<file path="src/rtl/i2s_sample_fifo_if.sv">
// Sample and status bundle between the audio register file (master) and the
// sample FIFO (slave) feeding the I2S/DAC output stage.
interface i2s_sample_fifo_if #(
  parameter int unsigned FIFO_LEN_BITS = 4,
  parameter int unsigned DATA_WIDTH    = 48
);
  logic [DATA_WIDTH-1:0]  wr_data;
  logic                   wr_valid;
  logic                   sample_req;
  logic [DATA_WIDTH-1:0]  sample_out;
  logic                   sample_out_valid;
  logic [FIFO_LEN_BITS:0] fifo_threshold;
  logic [FIFO_LEN_BITS:0] fifo_level;
  logic                   fifo_full;
  logic                   fifo_empty;
  logic                   fifo_low;
  logic                   overflow;
  logic                   underrun;

  modport master (
    output wr_data, wr_valid, sample_req, fifo_threshold,
    input  sample_out, sample_out_valid, fifo_level, fifo_full,
           fifo_empty, fifo_low, overflow, underrun
  );

  modport slave (
    input  wr_data, wr_valid, sample_req, fifo_threshold,
    output sample_out, sample_out_valid, fifo_level, fifo_full,
           fifo_empty, fifo_low, overflow, underrun
  );
endinterface

</file>
<file path="src/rtl/i2s_sample_fifo.sv">
// Stereo sample FIFO: register-file writes in, one word per output-stage
// request out, with level/low-water status and sticky overflow/underrun.
module i2s_sample_fifo #(
  parameter int unsigned FIFO_LEN_BITS = 4,
  parameter int unsigned DATA_WIDTH    = 48
) (
  input  logic               clk,
  input  logic               rst,
  input  logic               soft_rst,
  i2s_sample_fifo_if.slave   bus
);

  localparam int unsigned DEPTH = 1 << FIFO_LEN_BITS;
  localparam logic [FIFO_LEN_BITS:0] LEVEL_FULL = {1'b1, {FIFO_LEN_BITS{1'b0}}};

  logic [DATA_WIDTH-1:0]    mem_q [DEPTH];
  logic [FIFO_LEN_BITS-1:0] wr_ptr_q, wr_ptr_d;
  logic [FIFO_LEN_BITS-1:0] rd_ptr_q, rd_ptr_d;
  logic [FIFO_LEN_BITS:0]   level_q, level_d;
  logic [DATA_WIDTH-1:0]    sample_out_q, sample_out_d;
  logic                     valid_q, valid_d;
  logic                     overflow_q, overflow_d;
  logic                     underrun_q, underrun_d;

  logic full, empty, do_pop, do_write;

  assign full  = (level_q == LEVEL_FULL);
  assign empty = (level_q == '0);

  // A request while full always pops, freeing the slot the same-cycle write uses.
  assign do_pop   = bus.sample_req && !empty && !soft_rst;
  assign do_write = bus.wr_valid && (!full || bus.sample_req) && !soft_rst;

  always_comb begin
    wr_ptr_d     = wr_ptr_q;
    rd_ptr_d     = rd_ptr_q;
    level_d      = level_q;
    sample_out_d = sample_out_q;
    valid_d      = 1'b0;
    overflow_d   = overflow_q;
    underrun_d   = underrun_q;

    if (soft_rst) begin
      wr_ptr_d     = '0;
      rd_ptr_d     = '0;
      level_d      = '0;
      sample_out_d = '0;
      overflow_d   = 1'b0;
      underrun_d   = 1'b0;
    end else begin
      if (do_write) begin
        wr_ptr_d = wr_ptr_q + 1'b1;
      end else if (bus.wr_valid) begin
        overflow_d = 1'b1;
      end

      if (bus.sample_req) begin
        valid_d = 1'b1;
        if (do_pop) begin
          sample_out_d = mem_q[rd_ptr_q];
          rd_ptr_d     = rd_ptr_q + 1'b1;
        end else begin
          sample_out_d = '0;
          underrun_d   = 1'b1;
        end
      end

      unique case ({do_write, do_pop})
        2'b10:   level_d = level_q + 1'b1;
        2'b01:   level_d = level_q - 1'b1;
        default: level_d = level_q;
      endcase
    end
  end

  always_ff @(posedge clk) begin
    if (do_write) begin
      mem_q[wr_ptr_q] <= bus.wr_data;
    end
  end

  always_ff @(posedge clk or posedge rst) begin
    if (rst) begin
      wr_ptr_q     <= '0;
      rd_ptr_q     <= '0;
      level_q      <= '0;
      sample_out_q <= '0;
      valid_q      <= 1'b0;
      overflow_q   <= 1'b0;
      underrun_q   <= 1'b0;
    end else begin
      wr_ptr_q     <= wr_ptr_d;
      rd_ptr_q     <= rd_ptr_d;
      level_q      <= level_d;
      sample_out_q <= sample_out_d;
      valid_q      <= valid_d;
      overflow_q   <= overflow_d;
      underrun_q   <= underrun_d;
    end
  end

  assign bus.sample_out       = sample_out_q;
  assign bus.sample_out_valid = valid_q;
  assign bus.fifo_level       = level_q;
  assign bus.fifo_full        = full;
  assign bus.fifo_empty       = empty;
  assign bus.fifo_low         = (level_q < bus.fifo_threshold);
  assign bus.overflow         = overflow_q;
  assign bus.underrun         = underrun_q;

endmodule
</file>
<file path="src/flat_wrapper.sv">
// flat-port wrapper written by rule: the top's interface ports become plain ports
module i2s_sample_fifo_flat 
#(
  parameter int unsigned FIFO_LEN_BITS = 4,
  parameter int unsigned DATA_WIDTH    = 48
)
  (clk, rst, soft_rst, bus_wr_data, bus_wr_valid, bus_sample_req, bus_fifo_threshold, bus_sample_out, bus_sample_out_valid, bus_fifo_level, bus_fifo_full, bus_fifo_empty, bus_fifo_low, bus_overflow, bus_underrun);
  i2s_sample_fifo_if #(.FIFO_LEN_BITS(FIFO_LEN_BITS), .DATA_WIDTH(DATA_WIDTH)) bus_i ();
  input  logic clk;
  input  logic rst;
  input  logic soft_rst;
  input wire logic [$bits(bus_i.wr_data)-1:0] bus_wr_data;
  input wire logic [$bits(bus_i.wr_valid)-1:0] bus_wr_valid;
  input wire logic [$bits(bus_i.sample_req)-1:0] bus_sample_req;
  input wire logic [$bits(bus_i.fifo_threshold)-1:0] bus_fifo_threshold;
  output wire logic [$bits(bus_i.sample_out)-1:0] bus_sample_out;
  output wire logic [$bits(bus_i.sample_out_valid)-1:0] bus_sample_out_valid;
  output wire logic [$bits(bus_i.fifo_level)-1:0] bus_fifo_level;
  output wire logic [$bits(bus_i.fifo_full)-1:0] bus_fifo_full;
  output wire logic [$bits(bus_i.fifo_empty)-1:0] bus_fifo_empty;
  output wire logic [$bits(bus_i.fifo_low)-1:0] bus_fifo_low;
  output wire logic [$bits(bus_i.overflow)-1:0] bus_overflow;
  output wire logic [$bits(bus_i.underrun)-1:0] bus_underrun;
  assign bus_i.wr_data = bus_wr_data;
  assign bus_i.wr_valid = bus_wr_valid;
  assign bus_i.sample_req = bus_sample_req;
  assign bus_i.fifo_threshold = bus_fifo_threshold;
  assign bus_sample_out = bus_i.sample_out;
  assign bus_sample_out_valid = bus_i.sample_out_valid;
  assign bus_fifo_level = bus_i.fifo_level;
  assign bus_fifo_full = bus_i.fifo_full;
  assign bus_fifo_empty = bus_i.fifo_empty;
  assign bus_fifo_low = bus_i.fifo_low;
  assign bus_overflow = bus_i.overflow;
  assign bus_underrun = bus_i.underrun;
  i2s_sample_fifo #(.FIFO_LEN_BITS(FIFO_LEN_BITS), .DATA_WIDTH(DATA_WIDTH)) u_core (.clk(clk), .rst(rst), .soft_rst(soft_rst), .bus(bus_i));
endmodule
</file>
<file path="config.mk">
export PLATFORM = sky130hd
export DESIGN_NAME = i2s_sample_fifo_flat
export DESIGN_NICKNAME = d
export VERILOG_FILES = /design/src/rtl/i2s_sample_fifo_if.sv /design/src/rtl/i2s_sample_fifo.sv /design/src/flat_wrapper.sv
export SDC_FILE = /design/constraint.sdc
export NUM_CORES = 1
export LEC_CHECK = 0
export ABC_AREA = 1
export ABC_CLOCK_PERIOD_IN_PS = 5300
export BUFFER_PORTS_ARGS = -buffer_cell sky130_fd_sc_hd__clkbuf_2
export CELL_PAD_IN_SITES_DETAIL_PLACEMENT = 0
export CELL_PAD_IN_SITES_GLOBAL_PLACEMENT = 1
export CORE_MARGIN = 5
export CORE_UTILIZATION = 50
export DETAILED_ROUTE_END_ITERATION = 8
export MAX_ROUTING_LAYER = met4
export PLACE_DENSITY = 0.8
export SLEW_MARGIN = 10
export SYNTH_ARGS = -nofsm -noshare
export SYNTH_HDL_FRONTEND = slang
export SYNTH_SLANG_ARGS = --single-unit
</file>
<file path="constraint.sdc">
create_clock -name clk -period 5.3 [get_ports clk]
set_input_delay 0.265 -clock clk [delete_from_list [all_inputs] [get_ports clk]]
set_output_delay 0.265 -clock clk [all_outputs]
set_load 0.02 [all_outputs]
</file>
==> results.sh, run 1 <==
export IMPL_htreeDepth=3
export IMPL_final_cell_area_um2=39700
export IMPL_p_sw_share_pct=30.9
export IMPL_multiInputGateArea_um2=8210
export IMPL_die_h_um=277
export IMPL_synth_top_area_share_pct=64.6
export IMPL_startpoint="u_core.bus.fifo_level[2]"
export IMPL_start_util_pct=50.2
export IMPL_cts_buffers=88
export IMPL_switchingPower_mw=5.42
export IMPL_seqPwrFrac_pct=43.6
export IMPL_r2r_start="u_core.bus.fifo_level[2]"
export IMPL_path_max_fanout=29
export IMPL_finalNetCount=3322
export IMPL_synth_xor_area_share_pct=0
export IMPL_fp_dieW_um=277
export IMPL_cts_sinks=832
export IMPL_cts_tree="yes"
export IMPL_hold_viol=0
export IMPL_combPwrFrac_pct=22.9
export IMPL_dpl_worst_slack_ns=2.15
export IMPL_syn_inst=3172
export IMPL_wirelength_um=83200
export IMPL_gr_usage_all_layers_pct=22.0
export IMPL_synth_area_um2=35700
export IMPL_intPower_mw=12.1
export IMPL_fmax_mhz=322
export IMPL_vias=22490
export IMPL_critical_path_class="flip-flop to flip-flop"
export IMPL_yosys_warnings=0
export IMPL_clk_latency_ns=0.63
export IMPL_grt_max_degree=144
export IMPL_antenna_found_initial=2
export IMPL_tns_ns=0
export IMPL_rsz0062_at_grt="no"
export IMPL_maxSlewViolCount=0
export IMPL_fin_skew_ns=0.0224
export IMPL_wl_per_cell_um=19.4
export IMPL_outcome="finished clean"
export IMPL_min_period_ns=3.11
export IMPL_crit_path_end_kind="flip-flop"
export IMPL_grt_ovfl_total=0
export IMPL_synthDistinctLibCells=32
export IMPL_crit_required_ns=5.59
export IMPL_cp_arrival_ns=3.40
export IMPL_synthToLayoutAreaGrowth_pct=11.3
export IMPL_yosysSeqAreaShare_pct=69.0
export IMPL_regArea_um2=24700
export IMPL_max_cap_violations=0
export IMPL_synth_area_per_cell_um2=11.3
export IMPL_first_pass_iters=5
export IMPL_synth_top_family_by_area="simple AND/OR/NAND/NOR gates"
export IMPL_hp_start="bus_wr_data[9]"
export IMPL_cts_max_path_buffers=3
export IMPL_antenna_left=0
export IMPL_p_per_area_nw_per_um2=440
export IMPL_first_global_vias=22401
export IMPL_synth_simple_area_share_pct=17.6
export IMPL_n_fill_cell=5892
export IMPL_clk_pin_slew_ns=0.07
export IMPL_final_layout_size_suffix_gt1_share_pct=11.9
export IMPL_ys_top_cells_by_area="edfxtp_1 (65%), nand2_1 (8.9%), nand3_1 (5.6%)"
export IMPL_setup_slack_ns=2.19
export IMPL_postCtsSetupRepairBufs=0
export IMPL_synth_area_leader_cell="edfxtp_1"
export IMPL_min_path_type="input port to flip-flop"
export IMPL_tightest_slew_ns=1.14
export IMPL_core_um2=71100
export IMPL_fin_util_pct=55.9
export IMPL_synth_adder_area_share_pct=0.385
export IMPL_dp_hpwl_um=42100
export IMPL_synth_compound_area_share_pct=4.76
export IMPL_slew_headroom_pct=23.9
export IMPL_place_congestion=0.768
export IMPL_root_buffer="clkbuf_16"
export IMPL_ys_seq_elements=832
export IMPL_dpl_instance_area_um2=36900
export IMPL_setup_violations=0
export IMPL_io_buffers=116
export IMPL_via_per_inst=5.26
export IMPL_period_share_pct=58.6
export IMPL_rows=98
export IMPL_p_leak_nw=16.2
export IMPL_ioPinCount=117
export IMPL_drc=0
export IMPL_startpoint_type="flip-flop"
export IMPL_grt_pass1_wl_um=129000
export IMPL_die_area_um2=76900
export IMPL_drt_iter0_drc=2038
export IMPL_syn_num_nets=3241
export IMPL_peakVddDrop_v=0.000406
export IMPL_hold_ws_ns=0.0280
export IMPL_clkPwrFrac_pct=33.5
export IMPL_synthMuxAreaShare_pct=0
[power groups by stage]
stage	clock, mW	combinational, mW	sequential (mW)
4_1_cts	5.98	4.05	7.63
3_5_place_dp	0	4.03	7.76
6_report	5.87	4.01	7.63
2_1_floorplan	0	3.23	7.77
5_1_grt	6.27	4.55	7.65
3_3_place_gp	0	3.92	7.75
[worst paths after layout]
path / depth (start not counted) / slack, ns / to
worst min-delay path: 1 / 0.03 / u_core.mem_q[3][9]
min in group asynchronous: 3 / 0.20 / u_core.bus.sample_out[47]
worst min register to register: 1 / 0.49 / u_core.bus.sample_out[32]
worst max register to register: 7 / 2.19 / u_core.mem_q[8][20]
worst max-delay path: 7 / 2.19 / u_core.mem_q[8][20]
max in group asynchronous: 4 / 3.80 / u_core.rd_ptr_q[0]
[synth_stat cells]
cell type  number
nand2_2         2
clkbuf_1       54
a32o_1         48
nand4_1         3
inv_2           5
inv_1         510
a31oi_1         1
buf_4          10
nor3_1         14
or2_1          97
nand2_4         1
nand2_1       850
or2_2          47
a21oi_2         1
buf_1          23
buf_6          22
buf_8           5
nor2_1         18
a21oi_1         6
edfxtp_1      768
a2111oi_0       1
o211ai_2       29
o21ai_0        17
buf_12          3
buf_2          53
nor2_2          2
o21ai_1        42
dfrtp_1        64
ha_1           11
nand3_1       397
o22ai_1         1
o211ai_1       67
[per-stage QoR]
stage          power, mW  std cells
6_report            17.5       4279
5_1_grt             18.5       4279
4_1_cts             17.7       4277
3_5_place_dp        11.8       4110
3_3_place_gp        11.7       4110
2_1_floorplan       11.0       3172
[logic make-up (layout without fill, tap and decap cells)]
logic type	Yosys count	after routing
compound gates	213	213
simple gates	1431	1431
other cells	0	2
buf+inv	685	840
flops	832	832
fa+ha+maj	11	11
[state kept, by name (all words and copies together) (netlist names)]
register                     cells
u_core.bus.underrun              1
u_core.wr_ptr_q                  4
u_core.bus.sample_out           48
u_core.bus.fifo_level            5
u_core.bus.overflow              1
u_core.mem_q                   768
u_core.bus.sample_out_valid      1
u_core.rd_ptr_q                  4
[final cells by class]
cell class,instances,share of cell area [%]
sequential,832,62.1
multi-input combinational,1655,20.7
clock buffer,125,6.25
inverter,515,4.90
tap,950,2.99
timing repair buffer,161,2.39
clock inverter,39,0.702
antenna,2,0.0126
[per-layer routing]
metal	up-vias	part of all wire, %	track usage, %
met1	10964	43	28.9
met3	140	5.9	3.43
met2	654	49	36.0
li1	10732	-	-
met5	-	0	-
met4	0	2.3	6.17
[cell usage in the layout (no fill, tap or decap), drive strengths merged]
master / count
dfrtp: 64
bufinv: 3
dlygate4sd3: 3
diode: 2
nand4: 3
a21oi: 7
nor3: 14
clkbuf: 241
nand2: 853
o22ai: 1
edfxtp: 768
ha: 11
a2111oi: 1
nand3: 397
nor2: 20
clkinvlp: 2
inv: 518
a31oi: 1
or2: 144
clkinv: 31
buf: 42
a32o: 48
o211ai: 96
o21ai: 59
[worst max-delay path, cell delays in order, from the launching register on]
cell and delay [ns]:
dfrtp_1 0.46, nor2_1 0.11, nand4_1 0.14, nand2_2 0.14, nor2_1 0.24, nand2_1 0.29
nor2_4 0.89, buf_4 0.47
[timing repair]
action,CTS,global route
endpoints found under the hold margin,25,0
resized for setup,0,0
hold buffers,3,0
endpoints found under the setup margin,0,0
Note: power is estimated with default switching activity, not from simulation.
==> inputs of run 2 (changes only) <==
--- a/config.mk
+++ b/config.mk
@@ -6,7 +6,7 @@
 export NUM_CORES = 1
 export LEC_CHECK = 0
 export ABC_AREA = 1
-export ABC_CLOCK_PERIOD_IN_PS = 5300
+export ABC_CLOCK_PERIOD_IN_PS = 3000
 export BUFFER_PORTS_ARGS = -buffer_cell sky130_fd_sc_hd__clkbuf_2
 export CELL_PAD_IN_SITES_DETAIL_PLACEMENT = 0
 export CELL_PAD_IN_SITES_GLOBAL_PLACEMENT = 1
==> constraint.sdc (replaced) <==
create_clock -name clk -period 3 [get_ports clk]
set_input_delay 0.15 -clock clk [delete_from_list [all_inputs] [get_ports clk]]
set_output_delay 0.15 -clock clk [all_outputs]
set_load 0.02 [all_outputs]
==> run 2 against run 1 <==
  * Critical path depth shrank 2
  * Clock power grew 87%
  * Utilization grew 1.6 points
  * Sequential share of layout area shrank 1.8 points
  * Global-route usage shrank 0.078 points
  * Cell area grew 2.9%
  * Sequential power grew 76%
  * Worst setup slack lost 1.7 ns
  * Worst hold slack lost 0.015 ns
  * Via count grew 1.4%
  * Register-to-register slack lost 1.7 ns
  * Critical endpoint is now bus_fifo_low
  * Largest cell class unchanged
  * Largest power group unchanged
  * Highest routed layer unchanged
==> results.sh, run 2 (same netlist as run 1, synthesis figures left out) <==
export IMPL_antenna_left=0
export IMPL_mostFrequentLayoutCells="nand2_1 (850), edfxtp_1 (768), inv_1 (507)"
export IMPL_grt_max_degree=156
export IMPL_clkPwrFrac_pct=34.4
export IMPL_die_area_um2=76900
export IMPL_period_share_pct=84.5
export IMPL_maxSlewViolCount=0
export IMPL_core_um2=71100
export IMPL_wirelength_um=83200
export IMPL_max_stage_delay_ns=0.49
export IMPL_rows=98
export IMPL_via_per_inst=5.26
export IMPL_vias=22807
export IMPL_grt_ovfl_total=0
export IMPL_synthToLayoutAreaGrowth_pct=14.5
export IMPL_clk_pin_slew_ns=0.06
export IMPL_drc=0
export IMPL_drt_iter0_drc=1794
export IMPL_first_pass_iters=5
export IMPL_fin_skew_ns=0.0247
export IMPL_grt_pass1_wl_um=129000
export IMPL_cts_max_path_buffers=3
export IMPL_ioPinCount=117
export IMPL_start_util_pct=50.2
export IMPL_min_path_type="input port to flip-flop"
export IMPL_slowest_stage="a2111oi_0"
export IMPL_max_cap_violations=0
export IMPL_crit_chain="ha_1, a21oi_1, nor2_1, a2111oi_0, clkbuf_2"
export IMPL_final_cell_area_um2=40900
export IMPL_first_global_vias=22992
export IMPL_switchingPower_mw=9.78
export IMPL_die_h_um=277
export IMPL_min_period_ns=2.54
export IMPL_combPwrFrac_pct=23.8
export IMPL_p_per_area_nw_per_um2=783
export IMPL_cts_tree="yes"
export IMPL_gr_usage_all_layers_pct=21.9
export IMPL_critPathTopFamily="compound AO/OA/AOI/OAI gates"
export IMPL_place_congestion=0.796
export IMPL_peakVddDrop_v=0.000462
export IMPL_diodes=0
export IMPL_layout_commonest_cell="nand2_1"
export IMPL_htreeDepth=3
export IMPL_wl_per_cell_um=19.2
export IMPL_slew_headroom_pct=34.9
export IMPL_crit_path_end_kind="output pin"
export IMPL_hold_viol=0
export IMPL_cts_resized=0
export IMPL_dpl_instance_area_um2=37400
export IMPL_seqPwrFrac_pct=41.8
export IMPL_critPathBufInv=1
export IMPL_finalNetCount=3387
export IMPL_cp_arrival_ns=2.39
export IMPL_tightest_slew_ns=0.977
export IMPL_outcome="finished clean"
export IMPL_root_buffer="clkbuf_16"
export IMPL_p_leak_nw=16.7
export IMPL_top_register="u_core.mem_q"
export IMPL_hold_ws_ns=0.0132
export IMPL_intPower_mw=22.3
export IMPL_path_max_fanout=7
export IMPL_clk_latency_ns=0.64
export IMPL_critical_path_class="flip-flop to output pin"
export IMPL_startpoint_type="flip-flop"
export IMPL_p_sw_share_pct=30.5
export IMPL_fp_dieW_um=277
export IMPL_setup_violations=0
export IMPL_cts_buffers=86
export IMPL_cts_sinks=832
export IMPL_antenna_found_initial=0
export IMPL_largest_reg_flops=768
export IMPL_fmax_mhz=394
export IMPL_dp_hpwl_um=45000
export IMPL_final_layout_size_suffix_gt1_share_pct=12.2
export IMPL_io_buffers=116
export IMPL_crit_required_ns=2.85
export IMPL_postCtsSetupRepairBufs=0
export IMPL_rsz0062_at_grt="no"
[run 2: through the flow]
step / setup TNS [ns] / utilization (%) / power [mW] / setup slack, ns / std cells
global route: 0 / 57.5 / 33.7 / 0.259 / 4340
finish: 0 / 57.5 / 32.0 / 0.464 / 4340
detailed placement: 0 / 52.6 / 21.2 / 0.452 / 4127
global placement: 0 / 52.6 / 21.0 / 0.496 / 4127
floorplan: -256.79 / - / 19.5 / -0.672 / 3172
CTS: 0 / 57.5 / 32.3 / 0.441 / 4340
[run 2: worst paths after layout]
kind	start	endpoint	slack, ns	cells past startpoint
worst max-delay path	u_core.bus.fifo_level[2]	bus_fifo_low	0.46	5
worst min-delay path	bus_wr_data[15]	u_core.mem_q[3][15]	0.01	1
worst max register to register	u_core.bus.fifo_level[2]	u_core.mem_q[14][30]	0.47	7
worst min register to register	u_core.bus.underrun	u_core.bus.underrun	0.50	2
max in group asynchronous	rst	u_core.bus.sample_out[29]	1.95	4
min in group asynchronous	rst	u_core.bus.sample_out[46]	0.18	3
[run 2: layout make-up]
| cell class | instances | area [um^2] |
|---|---|---|
| Clock buffer | 120 | 2460 |
| Sequential cell | 832 | 24700 |
| Clock inverter | 40 | 488 |
| Inverter | 515 | 1950 |
| Multi-Input combinational cell | 1655 | 8280 |
| Tap cell | 950 | 1190 |
| Fill cell | 5785 | 30200 |
| Timing Repair Buffer | 228 | 1850 |
[run 2: power groups by stage]
stage                     combinational, mW  sequential, mW  clock, mW
after floorplan                        5.73            13.7          0
after global placement                 7.39            13.6          0
after detailed placement               7.58            13.6          0
after CTS                              7.68            13.4       11.2
after global routing                   8.57            13.4       11.7
final                                  7.62            13.4       11.0
[run 2: layer usage]
layer	share of wire [%]	GRT usage [%]	vias up
li1	-	-	10869
met1	43	28.6	11171
met2	49	36.1	623
met3	5.3	2.96	144
met4	2.9	6.89	0
met5	0	-	-
[run 2: repair_timing]
| item | CTS | global route |
|---|---|---|
| setup endpoints to repair | 0 | 0 |
| hold endpoints to repair | 761 | 0 |
| hold buffers | 53 | 0 |
==> inputs of run 3 (changes only) <==
--- a/config.mk
+++ b/config.mk
@@ -5,8 +5,8 @@
 export SDC_FILE = /design/constraint.sdc
 export NUM_CORES = 1
 export LEC_CHECK = 0
-export ABC_AREA = 1
-export ABC_CLOCK_PERIOD_IN_PS = 3000
+export ABC_AREA = 0
+export ABC_CLOCK_PERIOD_IN_PS = 2600
 export BUFFER_PORTS_ARGS = -buffer_cell sky130_fd_sc_hd__clkbuf_2
 export CELL_PAD_IN_SITES_DETAIL_PLACEMENT = 0
 export CELL_PAD_IN_SITES_GLOBAL_PLACEMENT = 1
@@ -14,7 +14,7 @@
 export CORE_UTILIZATION = 50
 export DETAILED_ROUTE_END_ITERATION = 8
 export MAX_ROUTING_LAYER = met4
-export PLACE_DENSITY = 0.8
+export PLACE_DENSITY = 0.74
 export SLEW_MARGIN = 10
 export SYNTH_ARGS = -nofsm -noshare
 export SYNTH_HDL_FRONTEND = slang
==> constraint.sdc (replaced) <==
create_clock -name clk -period 2.6 [get_ports clk]
set_input_delay 0.13 -clock clk [delete_from_list [all_inputs] [get_ports clk]]
set_output_delay 0.13 -clock clk [all_outputs]
set_load 0.02 [all_outputs]
==> run 3 against run 2 <==
  * Utilization rose by 2.0 points
  * Area after synthesis fell by 11%
  * Clock-buffer cell count fell by 6
  * Non-clock buffer count rose by 21
  * Cell area fell by 8.2%
  * Wire length fell by 19%
  * Global-route usage fell by 1.7 points
  * Cell count fell by 40%
  * Clock power rose by 10%
  * Sequential share of layout area rose by 5.4 points
  * Die area fell by 10%
  * Critical path type is now flip-flop to flip-flop
==> results.sh, run 3 <==
export IMPL_core_um2=63100
export IMPL_peakVddDrop_v=0.000603
export IMPL_hold_ws_ns=0.208
export IMPL_crit_chain="nor4_1, a21oi_1, xor2_1, ha_1, or3_1, o211ai_1, o21ai_0, a21oi_1, o311a_1"
export IMPL_syn_num_nets=1487
export IMPL_wirelength_um=67300
export IMPL_htreeDepth=3
export IMPL_slew_headroom_pct=37.1
export IMPL_yosysSeqAreaShare_pct=77.5
export IMPL_vias=15132
export IMPL_start_util_pct=50.5
export IMPL_crit_path_end_kind="flip-flop"
export IMPL_yosys_warnings=0
export IMPL_final_cell_area_um2=37600
export IMPL_synth_ff_type="edfxtp_1"
export IMPL_tightest_slew_ns=0.943
export IMPL_grt_pass1_wl_um=103000
export IMPL_ys_top_cells_by_area="edfxtp_1 (72%), mux4_2 (14%), dfrtp_1 (5.0%)"
export IMPL_cts_max_path_buffers=3
export IMPL_crit_top_cell="a21oi_1"
export IMPL_synth_async_reset_ratio_pct=7.69
export IMPL_postCtsSetupRepairBufs=0
export IMPL_antenna_left=0
export IMPL_setup_slack_ns=0.152
export IMPL_path_max_fanout=9
export IMPL_p_leak_nw=12.2
export IMPL_synth_area_per_cell_um2=22.4
export IMPL_largest_reg_flops=768
export IMPL_drc=0
export IMPL_dpl_instance_area_um2=34200
export IMPL_ys_seq_elements=832
export IMPL_dp_hpwl_um=38400
export IMPL_min_period_ns=2.45
export IMPL_io_buffers=116
export IMPL_wl_per_cell_um=25.9
export IMPL_grt_ovfl_total=0
export IMPL_synth_area_leader_cell="edfxtp_1"
export IMPL_cp_arrival_ns=3.01
export IMPL_outcome="finished clean"
export IMPL_hold_viol=0
export IMPL_via_per_inst=5.82
export IMPL_placedCellCount=2385
export IMPL_clk_pin_slew_ns=0.07
export IMPL_place_congestion=0.802
export IMPL_first_global_vias=16330
export IMPL_maxSlewViolCount=0
export IMPL_layout_commonest_cell="edfxtp_1"
export IMPL_syn_inst=1418
export IMPL_synthDistinctLibCells=43
export IMPL_grt_max_degree=51
export IMPL_period_share_pct=94.2
export IMPL_synthToLayoutAreaGrowth_pct=18.0
export IMPL_drt_iter0_drc=1092
export IMPL_top_register="u_core.mem_q"
export IMPL_fin_skew_ns=0.0251
export IMPL_first_pass_iters=4
export IMPL_final_layout_size_suffix_gt1_share_pct=33.2
export IMPL_n_fill_cell=4583
export IMPL_max_stage_delay_ns=0.48
export IMPL_cts_buffers=84
export IMPL_die_h_um=262
export IMPL_ioPinCount=117
export IMPL_mostFrequentLayoutCells="edfxtp_1 (768), mux4_2 (192), clkbuf_2 (116)"
export IMPL_fp_dieW_um=262
export IMPL_slowest_stage="dfrtp_1"
export IMPL_synth_top_cells_by_count="edfxtp_1 (768), mux4_2 (192), nor2_1 (67)"
export IMPL_p_per_area_nw_per_um2=789
export IMPL_critical_path_class="flip-flop to flip-flop"
export IMPL_dpl_worst_slack_ns=0.144
export IMPL_root_buffer="clkbuf_16"
export IMPL_tns_ns=0
export IMPL_rsz0062_at_grt="no"
export IMPL_finalNetCount=1748
export IMPL_final_cells=2598
export IMPL_rows=92
export IMPL_crit_required_ns=3.16
export IMPL_min_path_type="input port to async pin"
export IMPL_clk_latency_ns=0.64
export IMPL_die_area_um2=68800
export IMPL_synth_top_area_share_pct=72.4
export IMPL_startpoint_type="flip-flop"
export IMPL_max_cap_violations=0
export IMPL_cts_tree="yes"
export IMPL_gr_usage_all_layers_pct=20.2
export IMPL_fmax_mhz=408
export IMPL_cts_sinks=832
export IMPL_antenna_found_initial=1
export IMPL_yosysMostFrequentCell="edfxtp_1"
export IMPL_synth_edf_count=768
export IMPL_setup_violations=0
export IMPL_synth_area_um2=31800
## run 3: cell count changes in the layout (fill, tap and decap cells not counted), sizes merged, moves of 51 or more
cell,previous run,this run
nand2,853,12
inv,515,16
nand3,397,6
mux4,0,192
or2,144,0
o211ai,96,1
o21ai,59,4
mux2i,0,51
## run 3: layer usage
layer	vias to the layer above	GRT usage, %	part of all wire (%)
met5	-	-	0
met4	0	4.08	1.6
met3	87	3.55	4.9
met2	426	33.9	52
met1	8120	26.7	41
li1	6499	-	-
## run 3: worst paths after layout
path | endpoint | slack (ns) | from | depth (start not counted)
max | u_core.bus.fifo_level[2] | 0.15 | u_core.bus.fifo_level[1] | 9
min | u_core.bus.overflow | 0.21 | rst | 3
max reg2reg | u_core.bus.fifo_level[2] | 0.15 | u_core.bus.fifo_level[1] | 9
min reg2reg | u_core.bus.sample_out[28] | 0.52 | u_core.bus.sample_out[28] | 1
max in group asynchronous | u_core.bus.sample_out[37] | 1.67 | rst | 4
min in group clk | u_core.mem_q[4][8] | 0.45 | bus_wr_data[8] | 2
## run 3: logic make-up (layout without fill, tap and decap cells)
logic type               after synthesis  after routing  share of synthesized area (%)
flip-flops                           832            832                           77.5
multiplexers                         291            291                           16.9
AND/OR/NAND/NOR                      120            120                           1.74
buffers and inverters                 85            418                           1.26
AO/OA/AOI/OAI                         71             71                           1.98
adder cells (fa/ha/maj)               11             11                          0.432
XOR/XNOR                               8              8                          0.220
other                                  0              1                              0
## run 3: final cells by class
cell class                      count  area [um^2]  share of cell area [%]
Clock inverter                     44          547                    1.46
Inverter                           11         42.5                   0.113
Timing Repair Buffer              249         2190                    5.83
Clock buffer                      114         2240                    5.95
Antenna cell                        1         2.50                 0.00666
Sequential cell                   832        24700                    65.7
Tap cell                          846         1060                    2.82
Multi-Input combinational cell    501         6810                    18.1
## run 3: repair_timing
item / in CTS / in global routing
gates resized for setup: 0 / 1
hold buffers: 54 / 0
endpoints found under the setup margin: 0 / 13
hold endpoints to repair: 821 / 0
## run 3: power by group
part	internal, mW	switching [mW]
Clock	7.10	5.00
Sequential	14.9	0.266
Combinational	0.926	1.39
Total	23.0	6.66
## run 3: critical path, delay by kind of cell, from the launching register on
family	cells	cell delay, ns
compound gates	5	0.75
simple gates	2	0.74
flops	1	0.48
fa+ha+maj	1	0.24
xor+xnor	1	0.17
## run 3: stage by stage
stage	power, mW	util, %
6_report	29.6	59.6
5_1_grt	30.7	59.6
4_1_cts	29.9	59.5
3_5_place_dp	17.7	54.3
3_3_place_gp	17.7	54.3
2_1_floorplan	16.7	-
